$ cat config.mk
export PLATFORM = sky130hd
export DESIGN_NAME = ex_muldiv_unit
export DESIGN_NICKNAME = d
export VERILOG_FILES = /design/src/rtl/ex_muldiv_unit.sv
export SDC_FILE = /design/constraint.sdc
export NUM_CORES = 1
export LEC_CHECK = 0
export ABC_AREA = 0
export BUFFER_PORTS_ARGS = -buffer_cell sky130_fd_sc_hd__buf_2
export CAP_MARGIN = 30
export CORE_ASPECT_RATIO = 0.75
export CORE_MARGIN = 2
export CORE_UTILIZATION = 55
export CTS_CLUSTER_DIAMETER = 50
export DETAILED_ROUTE_END_ITERATION = 8
export PLACE_DENSITY = 0.73
export SYNTH_ARGS = -nofsm -noshare
export SYNTH_HDL_FRONTEND = slang
export SYNTH_SLANG_ARGS = --single-unit
export TNS_END_PERCENT = 100
$ cat constraint.sdc
create_clock -name clk -period 7.9 [get_ports clk]
set_clock_uncertainty 0.05 [all_clocks]
set_input_delay 2.37 -clock clk [delete_from_list [all_inputs] [get_ports clk]]
set_output_delay 2.37 -clock clk [all_outputs]
set_load 0.02 [all_outputs]
$ cat src/rtl/ex_muldiv_unit.sv
// Iterative RV M-extension multiply/divide unit for EX: shift-add multiply and
// restoring divide on operand magnitudes, with stall/done handshake to the hazard unit.
module ex_muldiv_unit #(
  parameter int XLEN           = 32,
  parameter int BITS_PER_CYCLE = 1
) (
  input  logic            clk,
  input  logic            rst_n,
  input  logic            start_i,
  input  logic            flush_i,
  input  logic [2:0]      md_op_i,
  input  logic            is_word_op_i,
  input  logic [XLEN-1:0] RD1_i,
  input  logic [XLEN-1:0] RD2_i,
  input  logic [XLEN-1:0] ResultW_i,
  input  logic [XLEN-1:0] ALUResultM_i,
  input  logic [1:0]      ForwardAE_i,
  input  logic [1:0]      ForwardBE_i,
  output logic            stall_o,
  output logic            done_o,
  output logic            busy_o,
  output logic [XLEN-1:0] result_o
);
  localparam int CW = $clog2(XLEN + 1);
  localparam int NX = XLEN / BITS_PER_CYCLE;
  localparam int NW = 32 / BITS_PER_CYCLE;

  typedef enum logic [1:0] {S_IDLE, S_MUL, S_DIV, S_DONE} state_e;

  typedef struct packed {
    logic [1:0] op;
    logic       wop;
    logic       neg_q;  // negate product / quotient
    logic       neg_r;  // negate remainder
  } ctx_t;

  state_e            state_q;
  ctx_t              ctx_q;
  logic [2*XLEN-1:0] acc_q, acc_d, mcand_q, mcand_d;
  logic [XLEN-1:0]   mplier_q, mplier_d, quo_q, quo_d, rem_q, rem_d, dvsr_q, result_q;
  logic [CW-1:0]     cnt_q;
  logic [XLEN:0]     rtmp;

  function automatic logic [XLEN-1:0] fwd(input logic [1:0] sel, input logic [XLEN-1:0] rd,
                                          input logic [XLEN-1:0] w, input logic [XLEN-1:0] m);
    case (sel)
      2'b01:   return w;
      2'b10:   return m;
      default: return rd;
    endcase
  endfunction

  function automatic logic [XLEN-1:0] sext_w(input logic [XLEN-1:0] v, input logic w);
    logic [XLEN-1:0] o;
    for (int i = 0; i < XLEN; i++) o[i] = (w && i >= 32) ? v[31] : v[i];
    return o;
  endfunction

  // Cycle-0 decode: forwarding, word masking, magnitudes and no-iteration cases
  logic [XLEN-1:0] a_fw, b_fw, msk, a_m, b_m, mag_a, mag_b, w_min, spec_res;
  logic            wop, a_sgn, b_sgn, sa, sb, div0, ovf;

  always_comb begin
    a_fw  = fwd(ForwardAE_i, RD1_i, ResultW_i, ALUResultM_i);
    b_fw  = fwd(ForwardBE_i, RD2_i, ResultW_i, ALUResultM_i);
    wop   = (XLEN == 64) && is_word_op_i;
    msk   = '0;
    for (int i = 0; i < XLEN; i++) msk[i] = !wop || (i < 32);
    a_m   = a_fw & msk;
    b_m   = b_fw & msk;
    w_min = '0;
    w_min[wop ? 31 : XLEN-1] = 1'b1;
    a_sgn = md_op_i inside {3'b001, 3'b010, 3'b100, 3'b110};
    b_sgn = md_op_i inside {3'b001, 3'b100, 3'b110};
    sa    = a_sgn && ((a_m & w_min) != '0);
    sb    = b_sgn && ((b_m & w_min) != '0);
    mag_a = sa ? ((-a_m) & msk) : a_m;
    mag_b = sb ? ((-b_m) & msk) : b_m;
    div0  = md_op_i[2] && (b_m == '0);
    ovf   = md_op_i[2] && !md_op_i[0] && (a_m == w_min) && (b_m == msk);
    if (md_op_i[1]) spec_res = div0 ? a_m : '0;
    else            spec_res = div0 ? '1 : a_m;
    spec_res = sext_w(spec_res, wop);
  end

  // One iteration: BITS_PER_CYCLE multiplier bits and quotient bits per cycle
  always_comb begin
    acc_d = acc_q;
    rem_d = rem_q;
    quo_d = quo_q;
    rtmp  = '0;
    for (int k = 0; k < BITS_PER_CYCLE; k++) begin
      if (mplier_q[k]) acc_d = acc_d + (mcand_q << k);
      rtmp  = {rem_d, quo_d[XLEN-1]};
      quo_d = {quo_d[XLEN-2:0], 1'b0};
      if (rtmp >= {1'b0, dvsr_q}) begin
        rtmp     = rtmp - {1'b0, dvsr_q};
        quo_d[0] = 1'b1;
      end
      rem_d = rtmp[XLEN-1:0];
    end
    mcand_d  = mcand_q << BITS_PER_CYCLE;
    mplier_d = mplier_q >> BITS_PER_CYCLE;
  end

  logic [2*XLEN-1:0] prod;
  logic [XLEN-1:0]   mul_res, quo_s, rem_s, fin_res;

  always_comb begin
    prod    = ctx_q.neg_q ? -acc_d : acc_d;
    mul_res = (ctx_q.op == 2'b00) ? prod[XLEN-1:0] : XLEN'(prod >> (ctx_q.wop ? 32 : XLEN));
    quo_s   = ctx_q.neg_q ? -quo_d : quo_d;
    rem_s   = ctx_q.neg_r ? -rem_d : rem_d;
    fin_res = sext_w((state_q == S_MUL) ? mul_res : (ctx_q.op[1] ? rem_s : quo_s), ctx_q.wop);
  end

  always_ff @(posedge clk or negedge rst_n) begin
    if (!rst_n) begin
      state_q  <= S_IDLE;
      ctx_q    <= '0;
      acc_q    <= '0;
      mcand_q  <= '0;
      mplier_q <= '0;
      rem_q    <= '0;
      quo_q    <= '0;
      dvsr_q   <= '0;
      cnt_q    <= '0;
      result_q <= '0;
    end else if (flush_i) begin
      state_q <= S_IDLE;
    end else begin
      case (state_q)
        S_IDLE: if (start_i) begin
          ctx_q <= '{op: md_op_i[1:0], wop: wop, neg_q: sa ^ sb, neg_r: sa};
          cnt_q <= wop ? CW'(NW - 1) : CW'(NX - 1);
          if (div0 || ovf) begin
            result_q <= spec_res;
            state_q  <= S_DONE;
          end else if (md_op_i[2]) begin
            // dividend MSB-aligned so word ops shift out through the same top bit
            rem_q   <= '0;
            quo_q   <= wop ? (mag_a << (XLEN - 32)) : mag_a;
            dvsr_q  <= mag_b;
            state_q <= S_DIV;
          end else begin
            acc_q    <= '0;
            mcand_q  <= {{XLEN{1'b0}}, mag_a};
            mplier_q <= mag_b;
            state_q  <= S_MUL;
          end
        end
        S_MUL, S_DIV: begin
          acc_q    <= acc_d;
          mcand_q  <= mcand_d;
          mplier_q <= mplier_d;
          rem_q    <= rem_d;
          quo_q    <= quo_d;
          cnt_q    <= cnt_q - 1'b1;
          if (cnt_q == '0) begin
            result_q <= fin_res;
            state_q  <= S_DONE;
          end
        end
        default: state_q <= S_IDLE;
      endcase
    end
  end

  assign busy_o   = (state_q == S_MUL) || (state_q == S_DIV);
  assign done_o   = (state_q == S_DONE);
  assign stall_o  = !flush_i && ((start_i && state_q == S_IDLE) || busy_o);
  assign result_o = result_q;

endmodule
==> results of run 1 <==
## cell type report
type	count	area share
clock inverters	26	0.00883
multi-input cells	3095	0.617
flip-flops and latches	300	0.241
repair buffers	267	0.0525
inverters	146	0.0177
clock buffers	51	0.0364
well taps	657	0.0264
## stage by stage
step / total power [W] / cell area (µm²)
floorplan: 0.00897 / 28300
global placement: 0.0119 / 29700
detailed placement: 0.0120 / 29800
CTS: 0.0140 / 31200
global route: 0.0153 / 31200
finish: 0.0145 / 31200
## layer usage
metal  up-vias  part of all wire
met5         -           0.00022
li1      14236                 -
met3       190              0.16
met4         4             0.020
met2      2028              0.37
met1     15018              0.45
## worst max-delay path by stage
stage,from,to,slack (ns)
2_1_floorplan,ForwardBE_i[0],quo_q[10],1.26
3_3_place_gp,ForwardBE_i[0],result_o[17],0.94
3_5_place_dp,ForwardBE_i[1],result_o[17],0.91
4_1_cts,rem_q[2],result_o[30],1.28
5_1_grt,ForwardBE_i[1],result_o[17],0.97
6_report,ForwardBE_i[1],result_o[17],1.26
## power groups by stage
stage | Sequential, W | Clock [W] | Combinational, W
global placement | 0.00273 | 0 | 0.00919
global route | 0.00280 | 0.00203 | 0.0105
finish | 0.00275 | 0.00196 | 0.00974
CTS | 0.00272 | 0.00197 | 0.00931
detailed placement | 0.00274 | 0 | 0.00927
floorplan | 0.00253 | 0 | 0.00644
## registers in the layout, indices dropped and copies added, names as in the netlist
signal and flops:
acc_q 64, quo_q 32, mcand_q 64, ctx_q 4, rem_q 32, cnt_q 6
mplier_q 32, state_q 2, dvsr_q 32, result_o 32
## cells in the final DEF (no fill, tap or decap), drive strengths merged, types with 52 or more instances in the layout
cell type | netlist | layout
xnor2 | 100 | 100
nand3 | 101 | 101
a211oi | 52 | 52
a31oi | 59 | 59
ha | 110 | 110
dfrtp | 300 | 300
nor2 | 293 | 293
o31ai | 99 | 99
clkbuf | 228 | 52
xor2 | 64 | 64
nand2 | 514 | 514
mux2i | 55 | 55
o21ai | 427 | 427
a21oi | 291 | 291
buf | 39 | 266
nand4 | 79 | 79
a221o | 60 | 60
nor3 | 96 | 96
inv | 145 | 155
## synth_stat cells (22+ instances only)
cell      count  share of area
and2_1       22         0.0049
o211ai_1     35         0.0093
ha_1        110          0.049
dfrtp_1     300           0.27
nand4_1      78          0.017
nand3_1     100          0.018
and3_1       31         0.0069
a221oi_1     26         0.0081
o21a_1       31         0.0082
o21ai_0     410          0.073
buf_1        30         0.0040
mux2i_1      55          0.019
a31oi_1      59          0.013
xnor2_1     100          0.031
o31ai_1      99          0.026
a221o_1      60          0.021
nor2_1      293          0.039
nor2b_1      23         0.0051
a21o_1       43          0.011
clkbuf_1    227          0.030
xor2_1       64          0.020
nor3_1       94          0.017
inv_1       145          0.019
o221ai_1     22         0.0068
nand2b_1     26         0.0058
nand2_1     514          0.068
or3_1        35         0.0077
a21oi_1     291          0.051
nor4_1       42         0.0093
a211oi_1     52          0.014
maj3_1       27         0.0096
mux2_2       36          0.014
## cells by family (layout without fill, tap and decap cells)
| group | Yosys count | count (layout) |
|---|---|---|
| and+or+nand+nor | 1369 | 1369 |
| buffers and inverters | 413 | 490 |
| AOI/OAI and AO/OA | 1331 | 1331 |
| xor gates and xnor gates | 164 | 164 |
| adders and majority gates | 139 | 139 |
| muxes | 92 | 92 |
| DFF | 300 | 300 |
## worst max-delay path, delay by kind of cell
| kind | cells | cell delay [ns] |
|---|---|---|
| AO/OA/AOI/OAI | 7 | 1.92 |
| AND/OR/NAND/NOR | 5 | 1.40 |
| buffers and inverters | 5 | 0.95 |
| adder cells (fa/ha/maj) | 1 | 0.43 |
==> flow_summary.ini, run 1 <==
[global_route]
grtUsageTotal = 0.425
grt-ovfl-total = 0
grtUsageMet2 = 0.542
grt_pass1_wl_um = 174000
use_met3 = 0.169
busiest_layer = met1
met1_usage = 0.657
antenna_found_initial = 4
first_global_vias = 27591
grt_max_degree = 154

[logic_synthesis]
synth_edf_count = 0
syn_inst = 3808
synth_xor_area_frac = 0.0508
ys_ff_latch = 300
ys.flop_type = dfrtp_1
synth_fp_nets = 4060
synth_compound_area_frac = 0.303
synth_fa_ha_area_frac = 0.0596
synthArstFlopShare = 1.00
synth_top_family_by_area = compound AO/OA/AOI/OAI gates
synthesis.area_mm2 = 0.0283
yosysWarnings = 0
synth_area_per_cell_um2 = 7.43
synthMuxAreaShare = 0.0346
synth_cell_types = 93
synth_simple_gate_area_frac = 0.231
yosysSeqAreaShare = 0.265

[run]
cap_violations = 0

[route]
firstDrtPassIters = 9
wl_per_cell_um = 25.5
routed_wl_um = 116000
drtIter0Drc = 5004
vias_per_cell = 6.93
drc = 3
ant_nets = 0
vias = 31476

[critical_path]
path_cells = buf_2 -> inv_1 -> ha_1 -> buf_4 -> a221o_1 -> o21ai_1 -> and4_1 -> nand4_1 -> and3b_1 -> nand4_1 -> a31o_2 -> buf_4 -> nor2_1 -> buf_4 -> o221ai_1 -> o31ai_1 -> o41ai_1 -> a41oi_1
r2r_start = rem_q[3]
r2r_cells = 22
worstSetupStartpointType = primary input
critical-path-max-stage-delay_ns = 0.43
path_max_fanout = 50
criticalPathCategory = in -> reg
crit_path_frequent_cell = buf_4
cp_data_arrival_time_ns = 7.11
r2r_slack_ns = 1.37
crit_slowest_cell = ha_1
crit_required_ns = 8.37
cp-end-kind = flop
worstReg2RegEnd = result_o[30]

[finish]
diodes = 0
fin_cells = 4542
final_util = 0.618
num-fill-cells = 4703
syn2layout_area_growth_pct = 10.3
layout-drive-gt1-share = 0.110
seq_area_mm2 = 0.00751
multi_input_area_mm2 = 0.0193
nNetsFinal = 4104

[placed_design]
hpwl_um = 90300
dp_cells = 4461
dp_slack_ns = 0.906
place_congestion = 1.06
io_buffers = 173

[outcome]
status = finished, violations left
violations = design-rule violations

[sta]
fmax_mhz = 151
finalMaxSlewViolations = 0
relSlewSlack = 0.252
setup_viol = 0
fin_hold_ws_ns = 0.431
hold_viol = 0
setup_ws_ns = 1.26
fin_tns_setup_ns = 0
period_minus_slack_ns = 6.64
grt_setup_unrepaired = no
post-route-period-util = 0.841
tightest_slew_ns = 1.11

[clock_tree]
ctsResizeCount = 0
cts_setup_buffers = 0
cts_tree = yes
clk_latency_ns = 0.61
h-tree-depth = 2
path_clk_slew_ns = 0.06
cts_root_buf = clkbuf_16
cts_buffers = 42
hold_buffers = 0
clock_sinks = 300
clockBufferDepth = 3

[power_and_ir_drop]
vdd_ir_drop_max_mv = 0.644
pwr-share-seq = 0.190
power_leakage_nw = 13.2
clock_power_share = 0.136
p_int_w = 0.00643
p_comb_frac = 0.674
pwr_density_cell_mw_per_mm2 = 463
switching_share = 0.555
p_switching_w = 0.00802

[floorplan]
dieArea_mm2 = 0.0533
initial_core_util = 0.561
dieHeight_um = 200
die_w_um = 266
io_pins = 175
rows = 71
coreArea_mm2 = 0.0505

[hold_path]
min_from = dvsr_q[4]
min_path_type = reg -> reg
worstHoldEndpoint = dvsr_q[4]
whs_path_depth = 2
Power figures use the tool's default switching activity.
==> run 2, diff against run 1 <==
==> constraint.sdc (replaced) <==
create_clock -name clk -period 6.8 [get_ports clk]
set_clock_uncertainty 0.05 [all_clocks]
set_input_delay 2.04 -clock clk [delete_from_list [all_inputs] [get_ports clk]]
set_output_delay 2.04 -clock clk [all_outputs]
set_load 0.02 [all_outputs]
==> flow_summary.ini, run 2 (synthesis results as in run 1) <==
[route]
firstDrtPassIters = 8
drtIter0Drc = 4562
routed_wl_um = 117000
vias_per_cell = 6.88
drc = 0
wl_per_cell_um = 25.7
ant_nets = 0
vias = 31513

[power_and_ir_drop]
p_comb_frac = 0.676
vdd_ir_drop_max_mv = 0.475
p_int_w = 0.00771
switching_share = 0.549
clock_power_share = 0.139
pwr_density_cell_mw_per_mm2 = 542
power_leakage_nw = 13.4
pwr-share-seq = 0.185
p_switching_w = 0.00940
power_w = 0.0171

[placed_design]
io_buffers = 173
place_congestion = 1.07
hpwl_um = 91700
placed_area_mm2 = 0.0301

[clock_tree]
hold_buffers = 0
ctsResizeCount = 0
h-tree-depth = 2
cts_tree = yes
cts_buffers = 41
clock_sinks = 300
clockBufferDepth = 3
cts_root_buf = clkbuf_16
clk_latency_ns = 0.59
cts_setup_buffers = 0
path_clk_slew_ns = 0.06

[critical_path]
r2r_start = rem_q[2]
cp_data_arrival_time_ns = 6.59
critical-path-max-stage-delay_ns = 0.53
worstSetupStartpointType = flop
criticalPathCategory = reg -> reg
startpoint = rem_q[2]
r2r_cells = 22
r2r_slack_ns = 0.63
endpoint = result_o[30]
critPathTopFamily = compound AO/OA/AOI/OAI gates
path_max_fanout = 7
crit_buf_inv = 3
worstReg2RegEnd = result_o[30]
cp-end-kind = flop
path_cells = ha_1 -> nand3_1 -> o21bai_1 -> a2111o_1 -> a31oi_1 -> o21ai_0 -> nand2_2 -> o21ai_0 -> inv_1 -> ha_1 -> nand3b_1 -> mux2_2 -> or3_1 -> nor3b_1 -> buf_4 -> nand4_1 -> a211oi_1 -> buf_4 -> a311oi_1 -> o311ai_0 -> o311ai_0 -> a31o_2
crit_required_ns = 7.22
crit_slowest_cell = a2111o_1
cp_num_cells = 22

[sta]
post-route-period-util = 0.907
setup_viol = 0
hold_viol = 0
finalMaxSlewViolations = 0
period_minus_slack_ns = 6.17
fin_tns_setup_ns = 0
fmax_mhz = 162
relSlewSlack = 0.233
tightest_slew_ns = 1.15
grt_setup_unrepaired = no

[floorplan]
rows = 71
dieArea_mm2 = 0.0533
coreArea_mm2 = 0.0505
io_pins = 175
dieHeight_um = 200
die_w_um = 266
initial_core_util = 0.561

[finish]
reg_top3 = acc_q: 64 flops, mcand_q: 64 flops
num-fill-cells = 4680
final_cell_area_mm2 = 0.0316
mostFrequentLayoutCells = nand2_1, o21ai_0, dfrtp_1, nor2_1, a21oi_1
nNetsFinal = 4144
syn2layout_area_growth_pct = 11.6
diodes = 0
layout-drive-gt1-share = 0.119
final_common_cell = nand2_1
multi_input_area_mm2 = 0.0193
seq_area_mm2 = 0.00751

[outcome]
status = finished, final reports clean

[global_route]
grtUsageTotal = 0.427
antenna_found_initial = 5
first_global_vias = 27989
grt-ovfl-total = 0
grt_pass1_wl_um = 175000
grt_max_degree = 122

[run]
cap_violations = 0

[hold_path]
min_path_type = reg -> reg
run 2: area by class of cell:
type,count,share of cell area
well taps,657,0.0260
clock buffers,54,0.0383
flip-flops and latches,300,0.238
clock inverters,19,0.00777
repair buffers,308,0.0625
multi-input cells,3095,0.610
inverters,146,0.0174
run 2: tightest hold or removal path, delay by kind of cell, from the launching register on:
kind / cells / cell delay, ns
simple gates: 1 / 0.04
flops: 1 / 0.34
compound gates: 1 / 0.06
run 2: per-layer routing:
layer	wire [µm]	GRT usage	up-vias
met3	19400	0.199	182
met2	43900	0.543	1994
met4	2370	0.0893	8
met5	164	0.0162	-
met1	51700	0.641	15004
li1	-	-	14325
run 2: power by group through the flow:
stage	clock (W)	combinational, W	sequential (W)
floorplan	0	0.00749	0.00294
global placement	0	0.0109	0.00313
detailed placement	0	0.0110	0.00315
CTS	0.00237	0.0111	0.00312
global route	0.00243	0.0124	0.00322
finish	0.00237	0.0116	0.00316
run 2: worst min path at each step:
stage                     cells after the start  slack (ns)    startpoint      endpoint
after floorplan                               2        0.39  mplier_q[31]  mplier_q[31]
after global placement                        2        0.41  mplier_q[31]  mplier_q[31]
after detailed placement                      2        0.42  mplier_q[31]  mplier_q[31]
after CTS                                     2        0.43  mplier_q[31]  mplier_q[31]
after global routing                          2        0.45    dvsr_q[11]    dvsr_q[11]
final                                         2        0.43  mplier_q[28]  mplier_q[28]
run 2: stage by stage:
step	instances	setup WS (ns)	utilization	hold slack [ns]
after floorplan	3808	0.165	-	0.393
after global placement	4504	0.416	0.597	0.407
after detailed placement	4505	0.383	0.597	0.415
after CTS	4578	0.825	0.625	0.429
after global routing	4579	0.320	0.625	0.452
final	4579	0.634	0.625	0.428
